===== config.mk =====
export PLATFORM = sky130hd
export DESIGN_NAME = instr_mem_arbiter
export DESIGN_NICKNAME = d
export VERILOG_FILES = /design/src/rtl/instr_mem_pkg.sv /design/src/rtl/imem_rd_tag_pipe.sv /design/src/rtl/instr_mem_arbiter.sv
export SDC_FILE = /design/constraint.sdc
export NUM_CORES = 1
export LEC_CHECK = 0
export CORE_MARGIN = 3
export CORE_UTILIZATION = 19
export CTS_BUF_LIST = sky130_fd_sc_hd__clkbuf_8
export DETAILED_ROUTE_END_ITERATION = 8
export PLACE_DENSITY = 0.81
export SLEW_MARGIN = 20
export SYNTH_ARGS = -nofsm -noshare
export SYNTH_HDL_FRONTEND = slang
export SYNTH_HIERARCHICAL = 1
export SYNTH_SLANG_ARGS = --single-unit

===== constraint.sdc =====
create_clock -name clk_clk -period 1.05 [get_ports clk_clk]
set_input_delay 0.21 -clock clk_clk [delete_from_list [all_inputs] [get_ports clk_clk]]
set_output_delay 0.21 -clock clk_clk [all_outputs]
set_load 0.02 [all_outputs]

===== src/rtl/instr_mem_pkg.sv =====
// Shared types for the instruction-memory arbiter: geometry defaults,
// response owner and the per-access read tag.
package instr_mem_pkg;

  localparam int IMEM_AW = 10;
  localparam int IMEM_DW = 32;

  typedef enum logic {
    OWN_FETCH = 1'b0,
    OWN_LOAD  = 1'b1
  } owner_t;

  typedef struct packed {
    logic   valid;
    owner_t owner;
  } rd_tag_t;

endpackage


===== src/rtl/imem_rd_tag_pipe.sv =====
// Delay line of read tags matching the memory read latency, so each
// returning word can be steered to the requester that issued it.
module imem_rd_tag_pipe
  import instr_mem_pkg::*;
#(
  parameter int DEPTH = 1
) (
  input  logic    clk,
  input  logic    clr,
  input  rd_tag_t tag_in,
  output rd_tag_t tag_out
);

  rd_tag_t stage [DEPTH];

  always_ff @(posedge clk) begin
    if (clr) begin
      for (int i = 0; i < DEPTH; i++) begin
        stage[i] <= '{valid: 1'b0, owner: OWN_FETCH};
      end
    end else begin
      stage[0] <= tag_in;
      for (int i = 1; i < DEPTH; i++) begin
        stage[i] <= stage[i-1];
      end
    end
  end

  assign tag_out = stage[DEPTH-1];

endmodule


===== src/rtl/instr_mem_arbiter.sv =====
// Shares one instruction-memory port between CPU fetch and the loader/debug
// port; loader wins, but never for more than MAX_RUN cycles while fetch waits.
module instr_mem_arbiter
  import instr_mem_pkg::*;
#(
  parameter int AW      = IMEM_AW,
  parameter int DW      = IMEM_DW,
  parameter int RD_LAT  = 1,
  parameter int MAX_RUN = 4
) (
  input  logic            clk_clk,
  input  logic            reset_reset,
  input  logic            f_req,
  input  logic [AW-1:0]   f_addr,
  output logic            f_ready,
  output logic            f_rvalid,
  output logic [DW-1:0]   f_rdata,
  input  logic            l_req,
  input  logic            l_we,
  input  logic [AW-1:0]   l_addr,
  input  logic [DW-1:0]   l_wdata,
  input  logic [DW/8-1:0] l_be,
  output logic            l_ready,
  output logic            l_rvalid,
  output logic [DW-1:0]   l_rdata,
  output logic [AW-1:0]   mem_address,
  output logic            mem_clken,
  output logic            mem_chipselect,
  output logic            mem_write,
  output logic [DW-1:0]   mem_writedata,
  output logic [DW/8-1:0] mem_byteenable,
  input  logic [DW-1:0]   mem_readdata
);

  localparam int CW = $clog2(MAX_RUN + 1);

  logic [CW-1:0] run_cnt;
  logic          grant_l;
  logic          grant_f;
  rd_tag_t       tag_in;
  rd_tag_t       tag_out;

  always_comb begin
    grant_l = 1'b0;
    grant_f = 1'b0;
    if (!reset_reset) begin
      grant_l = l_req && (!f_req || (run_cnt < CW'(MAX_RUN)));
      grant_f = f_req && !grant_l;
    end
  end

  assign f_ready = grant_f;
  assign l_ready = grant_l;

  // Grants are already forced low in reset, so every memory strobe follows.
  always_comb begin
    mem_chipselect = grant_l | grant_f;
    mem_write      = grant_l & l_we;
    mem_address    = '0;
    mem_writedata  = '0;
    mem_byteenable = '0;
    if (grant_l) begin
      mem_address    = l_addr;
      mem_writedata  = l_wdata;
      mem_byteenable = l_be;
    end else if (grant_f) begin
      mem_address    = f_addr;
      mem_byteenable = '1;
    end
  end

  assign mem_clken = !reset_reset;

  // Counts loader wins only while fetch is actually waiting.
  always_ff @(posedge clk_clk) begin
    if (reset_reset || !f_req || grant_f) begin
      run_cnt <= '0;
    end else if (grant_l && (run_cnt < CW'(MAX_RUN))) begin
      run_cnt <= run_cnt + CW'(1);
    end
  end

  always_comb begin
    tag_in.valid = grant_f | (grant_l & !l_we);
    tag_in.owner = grant_l ? OWN_LOAD : OWN_FETCH;
  end

  imem_rd_tag_pipe #(
    .DEPTH (RD_LAT)
  ) u_tag_pipe (
    .clk     (clk_clk),
    .clr     (reset_reset),
    .tag_in  (tag_in),
    .tag_out (tag_out)
  );

  always_comb begin
    f_rvalid = !reset_reset && tag_out.valid && (tag_out.owner == OWN_FETCH);
    l_rvalid = !reset_reset && tag_out.valid && (tag_out.owner == OWN_LOAD);
    f_rdata  = reset_reset ? '0 : mem_readdata;
    l_rdata  = reset_reset ? '0 : mem_readdata;
  end

endmodule


* Word level (Yosys, flattened, before mapping)
Memories as Yosys holds them, arrays and structs flattened. Cells that the tools add are included.
Cells by class: magnitude comparators 1, bitwise logic cells 5, add/subtract/negate cells 1, multiplexer cells 14, reductions and logical operators 14
Operators with widths (count):
- $mux 32 | 2
- $mux 10 | 2
- $mux 4 | 2
- $mux 1 | 7
- $logic_and 1x1->1 | 6
- $logic_not 1->1 | 4
- $add 3x1->3 const B | 1
- $logic_or 1x1->1 | 3
- $lt 3x3->1 const B | 1
- $and 1x1->1 | 2
- $mux 2 | 1
- $or 1x1->1 | 2
- $reduce_or 2->1 | 1
- $not 1->1 | 1
Word-level totals: flip-flop bits (word level) 3, output and inout port bits 117, memories kept 1, input port bits 93, logic and storage cells 37, memory bits (writable) 2
Memories:
- u_tag_pipe.stage | words 1, bits a word 2, rd ports 1, clocked after Yosys merged registers in 0, wr ports 1, line imem_rd_tag_pipe.sv:14 | rd_tag_t stage [DEPTH];

* Depth between registers and ports, before layout
Gate-level depths: netlist of the first run.
depth in word-level cells 8, mapped depth 5, mapped depth without buffers 4

* Modules after synthesis
Netlist of the first run, hierarchy kept.
Modules (own cells, without submodules):
- instr_mem_arbiter | area each 1121.1 um2, cells an instance 161, instances 1, seq. area each 60.1 um2
- imem_rd_tag_pipe | area each 52.6 um2, cells an instance 4, instances 1, seq. area each 40.0 um2

* Least setup slack after synthesis of the first run
No wires, ideal clock.
kind input to output, start input port reset_reset, end output port l_rvalid, stages on the path 4, path buffers 2, data arrival time 1.119 ns, data required time 0.840 ns, path slack -0.279 ns, cells stage by stage buf_6 -> inv_1 -> clkbuf_1 -> and3_1
On the way: longest elaborated chain between the ends 3
Ends and longest elaborated chain:
- from (decl) | line instr_mem_arbiter.sv:12 | input logic reset_reset,
- $logic_not 1->1
- via mem_clken | line instr_mem_arbiter.sv:27 | output logic mem_clken,
- $logic_and 1x1->1 (2 in a row) | line instr_mem_arbiter.sv:99 | l_rvalid = !reset_reset && tag_out.valid && (tag_out.owner == OWN_LOAD);
- to (decl) | line instr_mem_arbiter.sv:24 | output logic l_rvalid,
The timed path passes the listed nets, and every way through them passes these cells.

* Worst setup path after layout of the first run
start register run_cnt[2], end output port mem_address[5]
On the way: longest elaborated chain between the ends 8, elaborated cells between the ends (all ways) 9, classes of those cells order compare (1); mux (4); reduce/logical (4)
Ends and longest elaborated chain:
- from (decl) | line instr_mem_arbiter.sv:37 | logic [CW-1:0] run_cnt;
- from (signal assigned) | line instr_mem_arbiter.sv:79 | run_cnt <= run_cnt + CW'(1);
- $lt 3x3->1 * | line instr_mem_arbiter.sv:47 | grant_l = l_req && (!f_req || (run_cnt < CW'(MAX_RUN)));
- $logic_or 1x1->1 * | line instr_mem_arbiter.sv:47
- $logic_and 1x1->1 * | line instr_mem_arbiter.sv:47
- $logic_not 1->1 | line instr_mem_arbiter.sv:48 | grant_f = f_req && !grant_l;
- $logic_and 1x1->1 | line instr_mem_arbiter.sv:48
- $mux 1 | line instr_mem_arbiter.sv:46 | if (!reset_reset) begin
- $mux 10 | line instr_mem_arbiter.sv:66 | end else if (grant_f) begin
- $mux 10 * | line instr_mem_arbiter.sv:62 | if (grant_l) begin
- to (decl) | line instr_mem_arbiter.sv:26 | output logic [AW-1:0] mem_address,
Every way passes the cells marked *; elsewhere a longest branch is shown, timed or not.

==> impl_results.md, run 1 <==
- Status: finished, violations left
- Failing checks: setup timing
- Syn_nets: 259
- Fin crit period: 1554 ps
- Hold-fix buffers, CTS: 0
- CP endpoint kind: primary output
- Ys Warns: 6
- Layout cell share with drive strength beyond 1: 73.60%
- Routed vias/inst: 4.403
- CTS tree: built
- DR vias: 2052
- Worst hold path type: in2reg
- GR Util All Layers: 20.52%
- Final critical-path share of the clock period: 148.0%
- Synthesized cell area: 1174 µm²
- Vias in the first global route: 2250
- Row count: 27
- Buf+Inv Stages, Crit Path: 3
- Initial antenna violation count: 0
- Synth Flop Type: dfxtp_1
- Max-slew headroom: 86.59%
- Most frequent cells in the layout: buf_6 (137), clkdlybuf4s50_1 (57), nor2b_4 (34), dlygate4sd2_1 (32), and3_4 (30)
- Synth Instances: 165
- Routed len/inst: 17.35 µm
- Wire length of the first global-routing pass: 11870 µm
- Slowest cell on the critical path: dfxtp_4
- Final RePlAce weighted congestion: 0.7634
- Lkg Pwr: 2.135 nW
- Clock transition at path regs: 40 ps
- Top area cells in the synthesized netlist: buf_4 (20%), nor2b_1 (19%), and3_1 (16%)
- Longest Clk Path Bufs: 2
- Nets: 489
- CP Class: reg2out
- Max Cap Viol: 0
- Slew Limit Fails: 0
- Syn_area_per_cell: 7.113 µm²
- CTS buffer count: 3
- Power, Total: 2.489 mW
- Number of port buffers: 209
- Crit path max-delay family: buffers and inverters
- Pre-CTS setup slack: -1107 ps
- Die ar.: 7156 µm²
- Worst Path Required: 840 ps
- Cell Chain, Critical Path: a21boi_4 > buf_6 > buf_6 > a32oi_2 > nor2_2 > buf_6
- GR Overflow Total: 0
- Unrepaired setup endpoints after global routing: yes
- CP arrival: 1340 ps
- Most used cell, CP: buf_6
- Post-synth EDFFs: 0
- N_diodes: 0
- Worst hold slack: 421.7 ps
- FMAX: 643.6 MHz
- Share of the synthesized area in the top cell type: 20.47%
- Core ar.: 5743 µm²
- Setup_tns: -27240 ps
- Syn-to-layout area delta: 286.6%
- CTS root buf: clkbuf_8
- Area leader, netlist: buf_4
- Register bit total from synthesis: 5
- First-pass DRT Iterations: 4
- Final setup margin: -503.8 ps
- Die span in y: 84.60 µm
- Final Hold Vio Count: 0
- Die width: 84.60 µm
- Routed Wire Length: 8085 µm
- I/O pins: 210
- Worst-path fanout max: 5
- Seq/Total Area, Yosys: 8.529%
- Final setup fails: 97
- # clock sinks: 5
- Post-route ant nets: 0
- Pin count of the biggest net entering global routing: 27
- Pwr Density: 548.6 nW/µm²
- Insertion delay to the later sink of the worst-skew pair: 220 ps
- Asr flop ratio synth: 0%
- Final HPWL DP: 5410 µm
- Yosys cell types: 21
- H-tree depth: 1
- Initial DRC Count: 31
- Skew final: 1.123 ps
- Tightest Pin Transition: 201.1 ps
- CP max stage delay: 350 ps
- Max VDD drop: 0.0003294 V
- Initial Utilization: 20.44%
- Leading cell type in the layout, fill and taps excluded: buf_6
- DRC: 0
- Startpoint types: register
## worst paths after layout
| check | startpoint | to | slack, ps | depth (start not counted) |
|---|---|---|---|---|
| worst max-delay path | run_cnt[2] | mem_address[5] | -500 | 6 |
| worst min-delay path | f_req | run_cnt[1] | 420 | 3 |
| worst max register to register | run_cnt[2] | u_tag_pipe/stage[0][1] | -200 | 7 |
| worst min register to register | run_cnt[0] | run_cnt[0] | 450 | 1 |
## area by class of cell
cell class	instances	area (µm²)
Sequential cell	5	106.4
Clock buffer	3	41.29
Clock inverter	1	3.754
Timing Repair Buffer	271	2959
Multi-Input combinational cell	113	1333
Fill cell	349	1206
Tap cell	72	90.09
Inverter	1	3.754
## routing by layer
metal / share of wire [%] / GRT usage (%)
met3: 7.1 / 4.612
met2: 58 / 42.85
met1: 32 / 19.43
met4: 2.2 / 5.612
met5: 0 / 0
## cells in the mapped netlist (2+ instances only)
| cell type | n |
|---|---|
| clkbuf_1 | 7 |
| nor2b_1 | 35 |
| and3_2 | 4 |
| a21oi_1 | 5 |
| nor3b_1 | 2 |
| buf_6 | 6 |
| nand2_1 | 6 |
| nor2_1 | 14 |
| a32oi_1 | 10 |
| buf_4 | 32 |
| dfxtp_1 | 5 |
| and3_1 | 30 |
## registers in the layout, indices dropped and copies added, names as in the netlist
register          flops
u_tag_pipe/stage      2
run_cnt               3
## kinds of logic after synthesis
logic type / synth area share [%]
buf+inv: 31.02
flops: 8.529
compound gates: 11.19
simple gates: 48.19
fa+ha+maj: 1.066
## report_power, final
group	total [mW]	internal, mW	switching, mW
sequential	0.198	0.195	0.00381
clock	0.339	0.250	0.0887
combinational	1.95	1.14	0.810
## tightest hold or removal path, stage by stage
cell,delay (ps)
buf_6,100
buf_8,130
nor4bb_4,140
## per-stage QoR
step | std cells | util (%) | cell area (µm²)
final | 466 | 79.00 | 4537
after CTS | 460 | 75.99 | 4364
after global placement | 416 | 63.14 | 3626
after global routing | 466 | 79.00 | 4537
after detailed placement | 416 | 63.14 | 3626
after floorplan | 165 | - | 1690
## timing repair
item                                    CTS  global route
endpoints found under the setup margin  122            85
resized for setup                       783            52
pin swaps                                 8            10
cloned                                    6             3
setup buffers                            34            15
(Power assumes the default switching activity.)
==> run 2: changes to the inputs <==
--- a/config.mk
+++ b/config.mk
@@ -9,9 +9,8 @@
 export CORE_UTILIZATION = 19
 export CTS_BUF_LIST = sky130_fd_sc_hd__clkbuf_8
 export DETAILED_ROUTE_END_ITERATION = 8
-export PLACE_DENSITY = 0.81
+export PLACE_DENSITY = 0.83
 export SLEW_MARGIN = 20
 export SYNTH_ARGS = -nofsm -noshare
 export SYNTH_HDL_FRONTEND = slang
-export SYNTH_HIERARCHICAL = 1
 export SYNTH_SLANG_ARGS = --single-unit
==> run 2 against run 1 <==
The run still ends with setup timing left. Synthesized cell count fell by 0.61%. First-iteration DRC count fell by 39%. Die area fell by 2.4%. Clock skew barely moved. Sequential power rose by 3%. Critical path type unchanged. Highest routed layer unchanged.
==> impl_results.md, run 2 <==
- Synthesized cell area: 1144 µm²
- Initial antenna violation count: 1
- Fill count: 339
- Cells on worst reg2reg path: 5
- Post-synth EDFFs: 0
- Max VDD drop: 0.0006114 V
- Final Hold Vio Count: 0
- Cells on Worst Hold Path: 3
- Lkg Pwr: 2.140 nW
- Nets: 486
- Worst hold path type: in2reg
- Pin count of the biggest net entering global routing: 20
- Final HPWL DP: 5473 µm
- Number of flip-flops in the largest register: 3
- Max Cap Viol: 0
- Hold-fix buffers, CTS: 0
- Routed vias/inst: 4.403
- Final Non-Filler Cells: 464
- Final setup margin: -545.8 ps
- CP max stage delay: 340 ps
- Sw Share: 35.88%
- Yosys cell types: 21
- Layout cell share with drive strength beyond 1: 71.61%
- First-pass DRT Iterations: 2
- Cell Int Power: 1.617 mW
- Crit path max-delay family: buffers and inverters
- Failing checks: setup timing
- CP arrival: 1390 ps
- Ys Warns: 0
- CTS tree: built
- Buf+Inv Stages, Crit Path: 4
- Dpl cells: 408
- Asr flop ratio synth: 0%
- Slew Limit Fails: 0
- Cell Chain, Critical Path: a21boi_4 > buf_6 > buf_6 > buf_16 > a32oi_2 > nor2_2 > buf_6
- Syn_area_per_cell: 6.973 µm²
- Worst Path Required: 840 ps
- Final setup fails: 111
- Initial DRC Count: 19
- Register bit total from synthesis: 5
- Slowest cell on the critical path: dfxtp_2
- Area leader, netlist: buf_4
- Logic pwr share: 78.0%
- Status: finished, violations left
- Seq pwr share: 8.0%
- Final critical-path share of the clock period: 152.0%
- Top area cells in the synthesized netlist: buf_4 (22%), nor2b_1 (18%), and3_1 (16%)
- Worst hold slack: 333.8 ps
- Clock transition at path regs: 40 ps
- Row count: 27
- CTS buffer count: 3
- Number of port buffers: 209
- Die ar.: 6986 µm²
- P_sw: 904.9 µW
- R2r setup slk: 10 ps
- Setup_tns: -31560 ps
- FMAX: 626.6 MHz
- Synth Instances: 164
- Routed len/inst: 18.84 µm
- GR Util All Layers: 24.06%
- Die width: 83.58 µm
- Fin crit period: 1596 ps
- Syn_nets: 258
- Synth Flop Type: dfxtp_1
- Leading cell type in the layout, fill and taps excluded: buf_6
- H-tree depth: 1
- Vias in the first global route: 2310
- Most used cell, CP: buf_6
- Share of the synthesized area in the top cell type: 21.66%
- Top Registers: run_cnt x3, u_tag_pipe.stage x2
- CTS root buf: clkbuf_8
- Biggest register: run_cnt
- Most frequent cells in the layout: buf_6 (135), clkdlybuf4s50_1 (58), nor2b_4 (32), and3_4 (30), dlygate4sd2_1 (29)
- # clock sinks: 5
- Initial Utilization: 20.15%
- CP endpoint kind: primary output
- Startpoint types: register
- GR Overflow Total: 0
- Max-slew headroom: 86.71%
- Die span in y: 83.58 µm
- Longest Clk Path Bufs: 2
- Power, Total: 2.522 mW
- Seq/Total Area, Yosys: 8.753%
- DR vias: 2043
- Pwr Density: 558.3 nW/µm²
- Post-route ant nets: 0
- Core ar.: 5675 µm²
- Wire length of the first global-routing pass: 13320 µm
- Tightest Pin Transition: 199.4 ps
- Final RePlAce weighted congestion: 0.7691
- CP Class: reg2out
- Skew final: 1.510 ps
- Worst-path fanout max: 5
- Critical path depth: 7
- Routed Wire Length: 8742 µm
- DRC: 0
- Syn-to-layout area delta: 295.1%
- Commonest cells in the netlist: buf_4 (33), nor2b_1 (33), and3_1 (30)
- Pre-CTS setup slack: -1124 ps
- Insertion delay to the later sink of the worst-skew pair: 230 ps
- I/O pins: 210
- Clock power frac: 14.0%
- Unrepaired setup endpoints after global routing: yes
run 2: changes by cell type in the layout (fill, tap and decap cells not counted), sizes merged, moves of 2 or more:
cell,delta
and2,+3
dlygate4sd2,-3
buf,-4
nor2b,-2
clkdlybuf4s15,+6
run 2: area by class of cell:
cell class                      count  area [µm²]  area share, %
Sequential cell                     5       103.9          2.299
Antenna cell                        1       2.502        0.05539
Inverter                            1       7.507         0.1662
Multi-Input combinational cell    110        1197          26.50
Clock buffer                        3       41.29         0.9139
Clock inverter                      1       3.754        0.08308
Timing Repair Buffer              271        3072          67.99
Tap cell                           72       90.09          1.994
run 2: cell families after synthesis:
logic type / Yosys count / share of synthesized area (%)
compound gates: 16 / 11.49
simple gates: 93 / 48.14
flops: 5 / 8.753
fa+ha+maj: 1 / 1.094
buf+inv: 49 / 30.52
run 2: worst reg2reg max path, stage by stage (launching register included):
cell      delay, ps
dfxtp_2         340
a21boi_4         70
buf_6           120
buf_6           130
buf_16          130
and2_1          140
run 2: power by group through the flow:
| stage | clock, mW | sequential (mW) | combinational [mW] |
|---|---|---|---|
| after CTS | 0.368 | 0.203 | 1.90 |
| after global placement | 0 | 0.204 | 1.51 |
| after global routing | 0.380 | 0.203 | 2.06 |
| final | 0.353 | 0.203 | 1.97 |
| after detailed placement | 0 | 0.205 | 1.53 |
| after floorplan | 0 | 0.204 | 0.866 |
run 2: stage by stage:
step / util, % / cell area, µm²
floorplan: - / 1762
global placement: 61.82 / 3508
detailed placement: 61.82 / 3508
CTS: 77.40 / 4393
global route: 79.61 / 4518
finish: 79.61 / 4518
run 2: path summary, 6_finish.rpt:
path,start,end
worst max register to register,run_cnt[2],u_tag_pipe.stage[0][0]
worst max-delay path,run_cnt[2],mem_address[5]
worst min register to register,run_cnt[0],run_cnt[0]
worst min-delay path,reset_reset,u_tag_pipe.stage[0][1]
run 2: repair_timing:
item | in CTS | in global routing
buffers inserted | 37 | 17
resized for setup | 777 | 41
pin swaps | 17 | 8
endpoints found under the setup margin | 122 | 96
cloned | 9 | 1
run 2: routing by layer:
| metal | wire length, µm | GRT usage (%) | vias to the layer above |
|---|---|---|---|
| met4 | 215 | 9.357 | 0 |
| met5 | 0 | 0 | - |
| met3 | 560 | 5.429 | 16 |
| met1 | 2918 | 24.68 | 931 |
| li1 | - | - | 982 |
| met2 | 5047 | 46.49 | 114 |
==> run 3: changes to the inputs <==
--- a/config.mk
+++ b/config.mk
@@ -8,9 +8,9 @@
 export CORE_MARGIN = 3
 export CORE_UTILIZATION = 19
 export CTS_BUF_LIST = sky130_fd_sc_hd__clkbuf_8
+export CTS_CLUSTER_SIZE = 14
 export DETAILED_ROUTE_END_ITERATION = 8
 export PLACE_DENSITY = 0.83
-export SLEW_MARGIN = 20
 export SYNTH_ARGS = -nofsm -noshare
 export SYNTH_HDL_FRONTEND = slang
 export SYNTH_SLANG_ARGS = --single-unit
==> results of run 3 <==
Same layout as run 2: the final DEF is identical, and so are final timing and power.
